File: config.mk
export PLATFORM = sky130hd
export DESIGN_NAME = i2c_target_regfile
export DESIGN_NICKNAME = d
export VERILOG_FILES = /design/src/rtl/i2c_target_regfile.sv
export SDC_FILE = /design/constraint.sdc
export NUM_CORES = 1
export LEC_CHECK = 0
export ABC_AREA = 1
export CAP_MARGIN = 20
export CORE_AREA = 2 2 217 219
export DETAILED_ROUTE_END_ITERATION = 8
export DIE_AREA = 0 0 219 221
export PLACE_DENSITY = 0.72
export SLEW_MARGIN = 20
export SYNTH_ARGS = -nofsm -noshare
export SYNTH_HDL_FRONTEND = slang
export SYNTH_SLANG_ARGS = --single-unit
File: constraint.sdc
create_clock -name clock -period 2.99 [get_ports clock]
set_input_delay 0.598 -clock clock [delete_from_list [all_inputs] [get_ports clock]]
set_output_delay 0.598 -clock clock [all_outputs]
set_load 0.05 [all_outputs]
File: src/rtl/i2c_target_regfile.sv
// I2C target with a parametrised 8-bit register file, auto-increment pointer and read-only slots.
// Define I2C_GENCALL_EN to ACK the general-call address and honour its 0x06 reset command.
module i2c_target_regfile #(
  parameter int unsigned         REGCOUNT    = 32,
  parameter logic [6:0]          ADDR_BASE   = 7'h20,
  parameter int unsigned         ASEL_W      = 2,
  parameter logic [REGCOUNT-1:0] RO_MASK     = {REGCOUNT{1'b0}},
  parameter int unsigned         SYNC_STAGES = 2
) (
  input  logic                              clock,
  input  logic                              reset,
  input  logic                              SCL_in,
  input  logic                              SDA_in,
  input  logic [(ASEL_W > 0 ? ASEL_W : 1)-1:0] addr_sel,
  input  logic [8*REGCOUNT-1:0]             ro_in,
  output logic                              SDA_out,
  output logic [8*REGCOUNT-1:0]             registers_packed,
  output logic [REGCOUNT-1:0]               wr_strobe,
  output logic                              busy
);

  localparam int unsigned PTR_W = (REGCOUNT > 1) ? $clog2(REGCOUNT) : 1;

  typedef enum logic [3:0] {
    IDLE, ADDR, ADDR_ACK, PTR, PTR_ACK, WDATA, WDATA_ACK, RDATA, RDATA_ACK, IGNORE
  } state_t;

  // Bus synchronisers plus one history flop per line; idle bus reads high.
  logic [SYNC_STAGES-1:0] scl_sync, sda_sync;
  logic                   scl_d, sda_d;

  always_ff @(posedge clock or negedge reset) begin
    if (!reset) begin
      scl_sync <= '1;
      sda_sync <= '1;
      scl_d    <= 1'b1;
      sda_d    <= 1'b1;
    end else begin
      // NOTE: sequential state uses non-blocking assignments so every flop samples pre-edge values.
      scl_sync <= {scl_sync[SYNC_STAGES-2:0], SCL_in};
      sda_sync <= {sda_sync[SYNC_STAGES-2:0], SDA_in};
      scl_d    <= scl_sync[SYNC_STAGES-1];
      sda_d    <= sda_sync[SYNC_STAGES-1];
    end
  end

  logic scl_s, sda_s, scl_rise, scl_fall, start_det, stop_det;
  assign scl_s     = scl_sync[SYNC_STAGES-1];
  assign sda_s     = sda_sync[SYNC_STAGES-1];
  assign scl_rise  = scl_s & ~scl_d;
  assign scl_fall  = ~scl_s & scl_d;
  assign start_det = scl_s & scl_d & sda_d & ~sda_s;
  assign stop_det  = scl_s & scl_d & ~sda_d & sda_s;

  state_t            state_q, state_n;
  logic [3:0]        bit_cnt_q, cnt_n;
  logic [7:0]        rx_q, rx_n, tx_q, tx_n;
  logic              sda_q, sda_n, busy_q, busy_n, gc_q, gc_n, nack_q, nack_n;
  logic [PTR_W-1:0]  ptr_q, ptr_n, ptr_inc;
  logic              wr_en, gc_clear;
  logic [7:0]        regs [REGCOUNT];
  logic [7:0]        rd_byte;
  logic [6:0]        my_addr;
  logic              addr_match, ptr_ok, rx_phase, byte_fall;

  always_comb begin
    my_addr = ADDR_BASE;
    for (int i = 0; i < int'(ASEL_W); i++) my_addr[i] = addr_sel[i];
  end

  always_comb begin
    rd_byte = regs[ptr_q];
    if (RO_MASK[ptr_q]) rd_byte = ro_in[{ptr_q, 3'b000} +: 8];
  end

  assign addr_match = (rx_q[7:1] == my_addr);
  assign ptr_ok     = ({1'b0, rx_q} < 9'(REGCOUNT));
  assign ptr_inc    = (ptr_q == PTR_W'(REGCOUNT - 1)) ? '0 : ptr_q + 1'b1;
  assign rx_phase   = (state_q == ADDR) || (state_q == PTR) || (state_q == WDATA);
  assign byte_fall  = scl_fall && (bit_cnt_q == 4'd8);

  always_ff @(posedge clock or negedge reset) begin
    if (!reset) state_q <= IDLE;
    else        state_q <= state_n;
  end

  always_comb begin
    // NOTE: every combinational output is defaulted first, so no path can infer a latch.
    state_n  = state_q;
    cnt_n    = bit_cnt_q;
    rx_n     = rx_q;
    tx_n     = tx_q;
    sda_n    = sda_q;
    busy_n   = busy_q;
    ptr_n    = ptr_q;
    gc_n     = gc_q;
    nack_n   = nack_q;
    wr_en    = 1'b0;
    gc_clear = 1'b0;

    if (stop_det) begin
      state_n = IDLE;
      sda_n   = 1'b1;
      busy_n  = 1'b0;
      gc_n    = 1'b0;
    end else if (start_det) begin
      state_n = ADDR;
      cnt_n   = '0;
      sda_n   = 1'b1;
      gc_n    = 1'b0;
    end else begin
      if (scl_rise && rx_phase && bit_cnt_q < 4'd8) begin
        rx_n  = {rx_q[6:0], sda_s};
        cnt_n = bit_cnt_q + 4'd1;
      end
      if (scl_rise && state_q == RDATA_ACK) nack_n = sda_s;

      case (state_q)
        ADDR: if (byte_fall) begin
          if (addr_match) begin
            state_n = ADDR_ACK;
            sda_n   = 1'b0;
            busy_n  = 1'b1;
          end
`ifdef I2C_GENCALL_EN
          else if (rx_q == 8'h00) begin
            state_n = ADDR_ACK;
            sda_n   = 1'b0;
            busy_n  = 1'b1;
            gc_n    = 1'b1;
          end
`endif
          else begin
            state_n = IGNORE;
            busy_n  = 1'b0;
          end
        end
        ADDR_ACK: if (scl_fall) begin
          if (rx_q[0]) begin
            // Read byte is latched here so later register writes cannot tear it.
            state_n = RDATA;
            sda_n   = rd_byte[7];
            tx_n    = {rd_byte[6:0], 1'b0};
            cnt_n   = 4'd1;
            ptr_n   = ptr_inc;
          end else begin
            state_n = PTR;
            sda_n   = 1'b1;
            cnt_n   = '0;
          end
        end
        PTR: if (byte_fall) begin
          if (gc_q) begin
            state_n  = PTR_ACK;
            sda_n    = 1'b0;
            gc_clear = (rx_q == 8'h06);
            if (rx_q == 8'h06) ptr_n = '0;
          end else if (ptr_ok) begin
            state_n = PTR_ACK;
            sda_n   = 1'b0;
            ptr_n   = rx_q[PTR_W-1:0];
          end else begin
            state_n = IGNORE;
          end
        end
        PTR_ACK: if (scl_fall) begin
          state_n = gc_q ? PTR : WDATA;
          sda_n   = 1'b1;
          cnt_n   = '0;
        end
        WDATA: if (byte_fall) begin
          state_n = WDATA_ACK;
          sda_n   = 1'b0;
          wr_en   = ~RO_MASK[ptr_q];
          ptr_n   = ptr_inc;
        end
        WDATA_ACK: if (scl_fall) begin
          state_n = WDATA;
          sda_n   = 1'b1;
          cnt_n   = '0;
        end
        RDATA: if (scl_fall) begin
          if (bit_cnt_q == 4'd8) begin
            state_n = RDATA_ACK;
            sda_n   = 1'b1;
          end else begin
            sda_n = tx_q[7];
            tx_n  = {tx_q[6:0], 1'b0};
            cnt_n = bit_cnt_q + 4'd1;
          end
        end
        RDATA_ACK: if (scl_fall) begin
          if (!nack_q) begin
            state_n = RDATA;
            sda_n   = rd_byte[7];
            tx_n    = {rd_byte[6:0], 1'b0};
            cnt_n   = 4'd1;
            ptr_n   = ptr_inc;
          end else begin
            state_n = IGNORE;
          end
        end
        default: ;
      endcase
    end
  end

  always_ff @(posedge clock or negedge reset) begin
    if (!reset) begin
      bit_cnt_q <= '0;
      rx_q      <= '0;
      tx_q      <= '0;
      sda_q     <= 1'b1;
      busy_q    <= 1'b0;
      ptr_q     <= '0;
      gc_q      <= 1'b0;
      nack_q    <= 1'b0;
    end else begin
      bit_cnt_q <= cnt_n;
      rx_q      <= rx_n;
      tx_q      <= tx_n;
      sda_q     <= sda_n;
      busy_q    <= busy_n;
      ptr_q     <= ptr_n;
      gc_q      <= gc_n;
      nack_q    <= nack_n;
    end
  end

  always_ff @(posedge clock or negedge reset) begin
    if (!reset) begin
      // NOTE: the register file is reset explicitly because software relies on zeroed contents.
      for (int i = 0; i < REGCOUNT; i++) regs[i] <= '0;
      wr_strobe <= '0;
    end else begin
      wr_strobe <= '0;
      if (gc_clear) begin
        for (int i = 0; i < REGCOUNT; i++) regs[i] <= '0;
      end else if (wr_en) begin
        regs[ptr_q]      <= rx_q;
        wr_strobe[ptr_q] <= 1'b1;
      end
    end
  end

  always_comb begin
    registers_packed = '0;
    for (int i = 0; i < REGCOUNT; i++)
      registers_packed[8*i +: 8] = RO_MASK[i] ? 8'h00 : regs[i];
  end

  assign SDA_out = sda_q;
  assign busy    = busy_q;

endmodule
==> results of run 1 <==
==> layout make-up <==
type / instances / area, um^2 / area share [%]
well taps: 607 / 759 / 3.76
flip-flops and latches: 325 / 8150 / 40.3
multi-input cells: 1276 / 6050 / 29.9
repair buffers: 344 / 3430 / 17.0
inverters: 126 / 475 / 2.35
clock buffers: 55 / 1140 / 5.63
clock inverters: 14 / 214 / 1.06
==> per-stage QoR <==
step | std cells | worst slack, ns
after detailed placement | 2677 | 0.600
after global routing | 2747 | 0.364
final | 2747 | 0.435
after floorplan | 1836 | 0.853
after CTS | 2747 | 0.360
after global placement | 2677 | 0.603
==> Yosys cell counts, types with 3 or more instances <==
cell type and n:
buf_6 6, nand2_2 3, dfstp_2 7, buf_2 28
nor2_1 158, clkbuf_1 62, nand3b_1 6, nor2_8 5
nor3_2 3, dfrtp_1 318, o21ai_0 315, o21ai_1 117
nor3_4 5, nand4_1 7, inv_1 93, buf_4 10
nor3_1 3, ha_1 7, nand3_1 46, o21bai_1 3
nand2_1 488, inv_2 31, buf_1 3, nor2_4 22
o22ai_1 25, a21oi_1 45
==> cell families (layout without fill, tap and decap cells) <==
group	Yosys count	in the layout
buffers and inverters	235	539
DFF	325	325
and+or+nand+nor	757	757
AOI/OAI and AO/OA	509	509
xor gates and xnor gates	3	3
adders and majority gates	7	7
==> report_power, final <==
group	internal [mW]	total, mW	switching (mW)
clock	3.08	5.02	1.94
combinational	1.37	5.04	3.67
sequential	4.57	4.88	0.311
total	9.02	14.9	5.91
==> flip-flops by register name, indices dropped and copies added (netlist names), 4 cells and up <==
register	count
bit_cnt_q	4
registers_packed	256
wr_strobe	32
ptr_q	5
tx_q	7
state_q	4
rx_q	8
==> final timing paths <==
kind / from / end / slack, ns / cells after the start
min in group asynchronous: reset / registers_packed[34] / 0.50 / 2
worst max register to register: ptr_q[0] / SDA_out / 0.54 / 13
worst min register to register: sda_sync[0] / sda_sync[1] / 0.35 / 0
max in group asynchronous: reset / registers_packed[198] / 1.47 / 4
worst max-delay path: SDA_out / SDA_out / 0.44 / 1
worst min-delay path: sda_sync[0] / sda_sync[1] / 0.35 / 0
==> per-layer routing <==
layer | part of all wire [%] | routed length, um | vias to the layer above | GRT usage, %
met4 | 5.7 | 3360 | 0 | 12.9
li1 | - | - | 6548 | -
met1 | 41 | 24200 | 6909 | 32.2
met5 | 0 | 0 | - | 0
met2 | 45 | 26900 | 701 | 37.5
met3 | 8.5 | 5050 | 133 | 4.81
==> reports/results.ini, run 1 <==
[die]
die_h_um=221
io_pins=552
rows=79
die_x_um=219
die_area_um2=48400
core_area_um2=46100
start_util_pct=33.0

[drt]
drtAntennaViolNets=0
drt_iter0_markers=1429
vias=14300
drc_errors=0
wl_mm=59.5
drt-vias-per-instance=5.20
routedWlPerCell_um=21.6
drt-pass1-iter-count=6

[logic_synthesis]
yosysUniqueCellTypes=41
syn-cell-area_um2=15200
synthCells=1836
synthMuxAreaShare_pct=0
yosys.area.top_type_share_pct=52.4
synth_ff_type=dfrtp_1
synth_fa_ha_area_share_pct=0.576
synth_compound_area_share_pct=17.1
synth_area_per_cell_um2=8.28
synth_edf_count=0
yosys.area_share.simple_pct=22.0
synthArstFlopShare_pct=100
synthTopCellsByArea=dfrtp_1 52%, nand2_1 12%, o21ai_0 10%
yosys.area_share.xor_xnor_pct=0.173
yosysWarnings=0
ys_ff_latch=325
synth_top_family_by_area=simple AND/OR/NAND/NOR gates
synth_fp_nets=2105
synth_area_leader_cell=dfrtp_1
ys_seq_area_share_pct=53.6

[layout]
finalInstanceArea_um2=20200
final_nets=2381
drive_above_1_share_pct=9.30
mostFrequentLayoutCells=488 x nand2_1, 316 x dfrtp_1, 315 x o21ai_0
n_antenna_cell=0
area.growth.synth_to_final_pct=33.0
final_core_util_pct=43.9
mostFrequentLayoutCell=nand2_1
fillers=4515

[timing]
clock_skew_ns=0.0240
max_freq_mhz=391
period_minus_slack_ns=2.55
worst_pin_slew_ns=0.740
period_share_pct=85.4
slew_headroom_pct=50.7
hold_viol=0
setup-violations-final=0
setup-tns-final_ns=0
slew_violations=0
rsz0062_at_grt=false
hold-worst-slack_ns=0.354

[global_route]
grt_max_degree=82
first_global_vias=13800
grt_usage_pct=24.3
grt_overflow=0
grt_pass1_wl_mm=88.3
antenna_found_initial=1

[worst_hold_path]
worstHoldPathType=reg2reg

[cts]
clock-sinks=325
htreeDepth=2
clk_pin_slew_ns=0.06
cts_buffers=39
clock-root-buffer=clkbuf_16
holdBufCountCts=1
cts_tree=done
cts_resized=0
post_cts_buffers=0
clk_latency_ns=0.57
clockBufferDepth=3

[setup_path]
end_kind=output pin
start_kind=flip-flop
crit_slowest_cell=clkdlybuf4s50_1
path_max_fanout=2
cp.required_ns=2.39
worst-path-buf-inv=1
crit_type=reg2out
cp_slowest_stage_delay_ns=0.86
path_cells=clkdlybuf4s50_1
cp.arrival_ns=1.96
crit_family=buffers and inverters

[pwr]
vdd_drop_max_mv=0.408
leakage_nw=8.98
total_power_mw=14.9
powerDensity_nw_per_um2=739

[placed_design]
gp_congestion=0.948
dp_hpwl_mm=43.1
io_buffers=295
dpl_cell_area_um2=18900

[outcome]
status=finished, final reports clean

[job]
max-cap-violations=0

(Power assumes the default switching activity.)
==> run 2: changes to the inputs <==
--- a/config.mk
+++ b/config.mk
@@ -8,6 +8,7 @@
 export ABC_AREA = 1
 export CAP_MARGIN = 20
 export CORE_AREA = 2 2 217 219
+export CTS_CLUSTER_SIZE = 8
 export DETAILED_ROUTE_END_ITERATION = 8
 export DIE_AREA = 0 0 219 221
 export PLACE_DENSITY = 0.72
==> reports/results.ini, run 2 (same netlist as run 1, synthesis figures left out) <==
[outcome]
status=finished, final reports clean

[drt]
drc_errors=0
drt_iter0_markers=1479
drt-pass1-iter-count=6
vias=14400
drtAntennaViolNets=0
routedWlPerCell_um=21.9
wl_mm=59.9
drt-vias-per-instance=5.27

[cts]
htreeDepth=2
post_cts_buffers=0
clk_latency_ns=0.58
clock-sinks=325
clk_pin_slew_ns=0.06
cts_tree=done
cts_buffers=46
cts_resized=0
clock-root-buffer=clkbuf_16
clockBufferDepth=3

[layout]
area.growth.synth_to_final_pct=32.4
fillers=4554
largest_register_ffs=256
drive_above_1_share_pct=8.72
ff_latch_area_um2=8150
n_antenna_cell=0
mostFrequentLayoutCell=nand2_1
mostFrequentLayoutCells=488 x nand2_1, 316 x dfrtp_1, 315 x o21ai_0
final_nets=2388
multi_input_area_um2=6050

[global_route]
use_met3_pct=4.91
use_met2_pct=38.1
grt_overflow=0
busiest_layer=met2
grt_usage_pct=24.5
met1_usage_pct=32.6
antenna_found_initial=0
grt_pass1_wl_mm=89.1
grt_max_degree=82
first_global_vias=13900

[setup_path]
crit_type=reg2out
rr_worst_depth=13
crit_family=buffers and inverters
r2r_slack_ns=0.53
crit_slowest_cell=clkdlybuf4s50_1
r2r-end=SDA_out
cp_slowest_stage_delay_ns=0.86
path_max_fanout=2
start_kind=flip-flop
cp.arrival_ns=1.97
end_kind=output pin
worst-path-buf-inv=1
path_cells=clkdlybuf4s50_1
r2r-start=ptr_q[0]
cp.required_ns=2.39

[timing]
rsz0062_at_grt=false
setup-tns-final_ns=0
slew_violations=0
hold_viol=0
slew_headroom_pct=49.2
period_minus_slack_ns=2.57
clock_skew_ns=0.0222
max_freq_mhz=389
period_share_pct=85.9
worst_pin_slew_ns=0.759
worst_slack_ns=0.422
hold-worst-slack_ns=0.353
setup-violations-final=0

[pwr]
power_frac_comb_pct=34.4
p_sw_share_pct=40.3
p_int_mw=8.76
vdd_drop_max_mv=0.391
leakage_nw=8.92
power.switching_mw=5.91
powerDensity_nw_per_um2=730
pwr-share-clk_pct=32.3
seq_power_share_pct=33.3

[placed_design]
gp_congestion=0.948
dp_slack_ns=0.600
io_buffers=295
dp_hpwl_mm=43.1

[worst_hold_path]
min_to=sda_sync[1]
worstHoldPathType=reg2reg
holdPathStages=0
min-delay-start=sda_sync[0]

[die]
rows=79
die_x_um=219
start_util_pct=33.0
die_h_um=221
core_area_um2=46100
die_area_um2=48400
io_pins=552

[job]
max-cap-violations=0

==> run 2: cell types whose count changed in the layout (fill, tap and decap cells not counted), sizes merged <==
| cell | previous run | this run |
|---|---|---|
| bufinv | 5 | 0 |
| clkbuf | 55 | 60 |
| clkinv | 9 | 1 |
| inv | 126 | 127 |
==> run 2: area by class of cell <==
cell class / instances / share of cell area, %
multi-input cells: 1276 / 30.1
well taps: 607 / 3.78
clock buffers: 60 / 6.09
inverters: 126 / 2.36
clock inverters: 2 / 0.143
repair buffers: 344 / 17.0
flip-flops and latches: 325 / 40.5
==> run 2: worst max-delay path by stage <==
stage | from | end | slack [ns] | cells past startpoint
final | SDA_out | SDA_out | 0.42 | 1
after CTS | SDA_out | SDA_out | 0.35 | 1
after floorplan | ptr_q[0] | registers_packed[117] | 0.85 | 11
after global placement | ptr_q[0] | tx_q[6] | 0.60 | 11
after global routing | SDA_out | SDA_out | 0.36 | 1
after detailed placement | bit_cnt_q[0] | registers_packed[160] | 0.60 | 11
==> run 2: metal layers <==
metal  vias up  wire, um
li1       6550         -
met2       767     27000
met3       136      5420
met4         0      3150
met5         -         0
met1      6979     24300
==> run 2: through the flow <==
stage / std cells / cell area (um^2) / power, mW / utilization, %
finish: 2740 / 20100 / 14.7 / 43.7
floorplan: 1836 / 15200 / 8.02 / -
CTS: 2740 / 20100 / 14.7 / 43.7
detailed placement: 2677 / 18900 / 9.89 / 40.9
global placement: 2677 / 18900 / 9.84 / 40.9
global route: 2740 / 20100 / 15.4 / 43.7
==> run 2: power by group through the flow <==
stage	Combinational (mW)	Clock, mW	Sequential (mW)
2_1_floorplan	3.26	0	4.77
3_3_place_gp	4.91	0	4.94
3_5_place_dp	4.95	0	4.94
4_1_cts	4.97	4.82	4.87
5_1_grt	5.51	5.00	4.89
6_report	5.05	4.75	4.88
==> run 2: timing repair <==
item,4_1_cts,5_1_grt
setup endpoints to repair,0,0
hold buffers,1,0
hold endpoints to repair,29,0
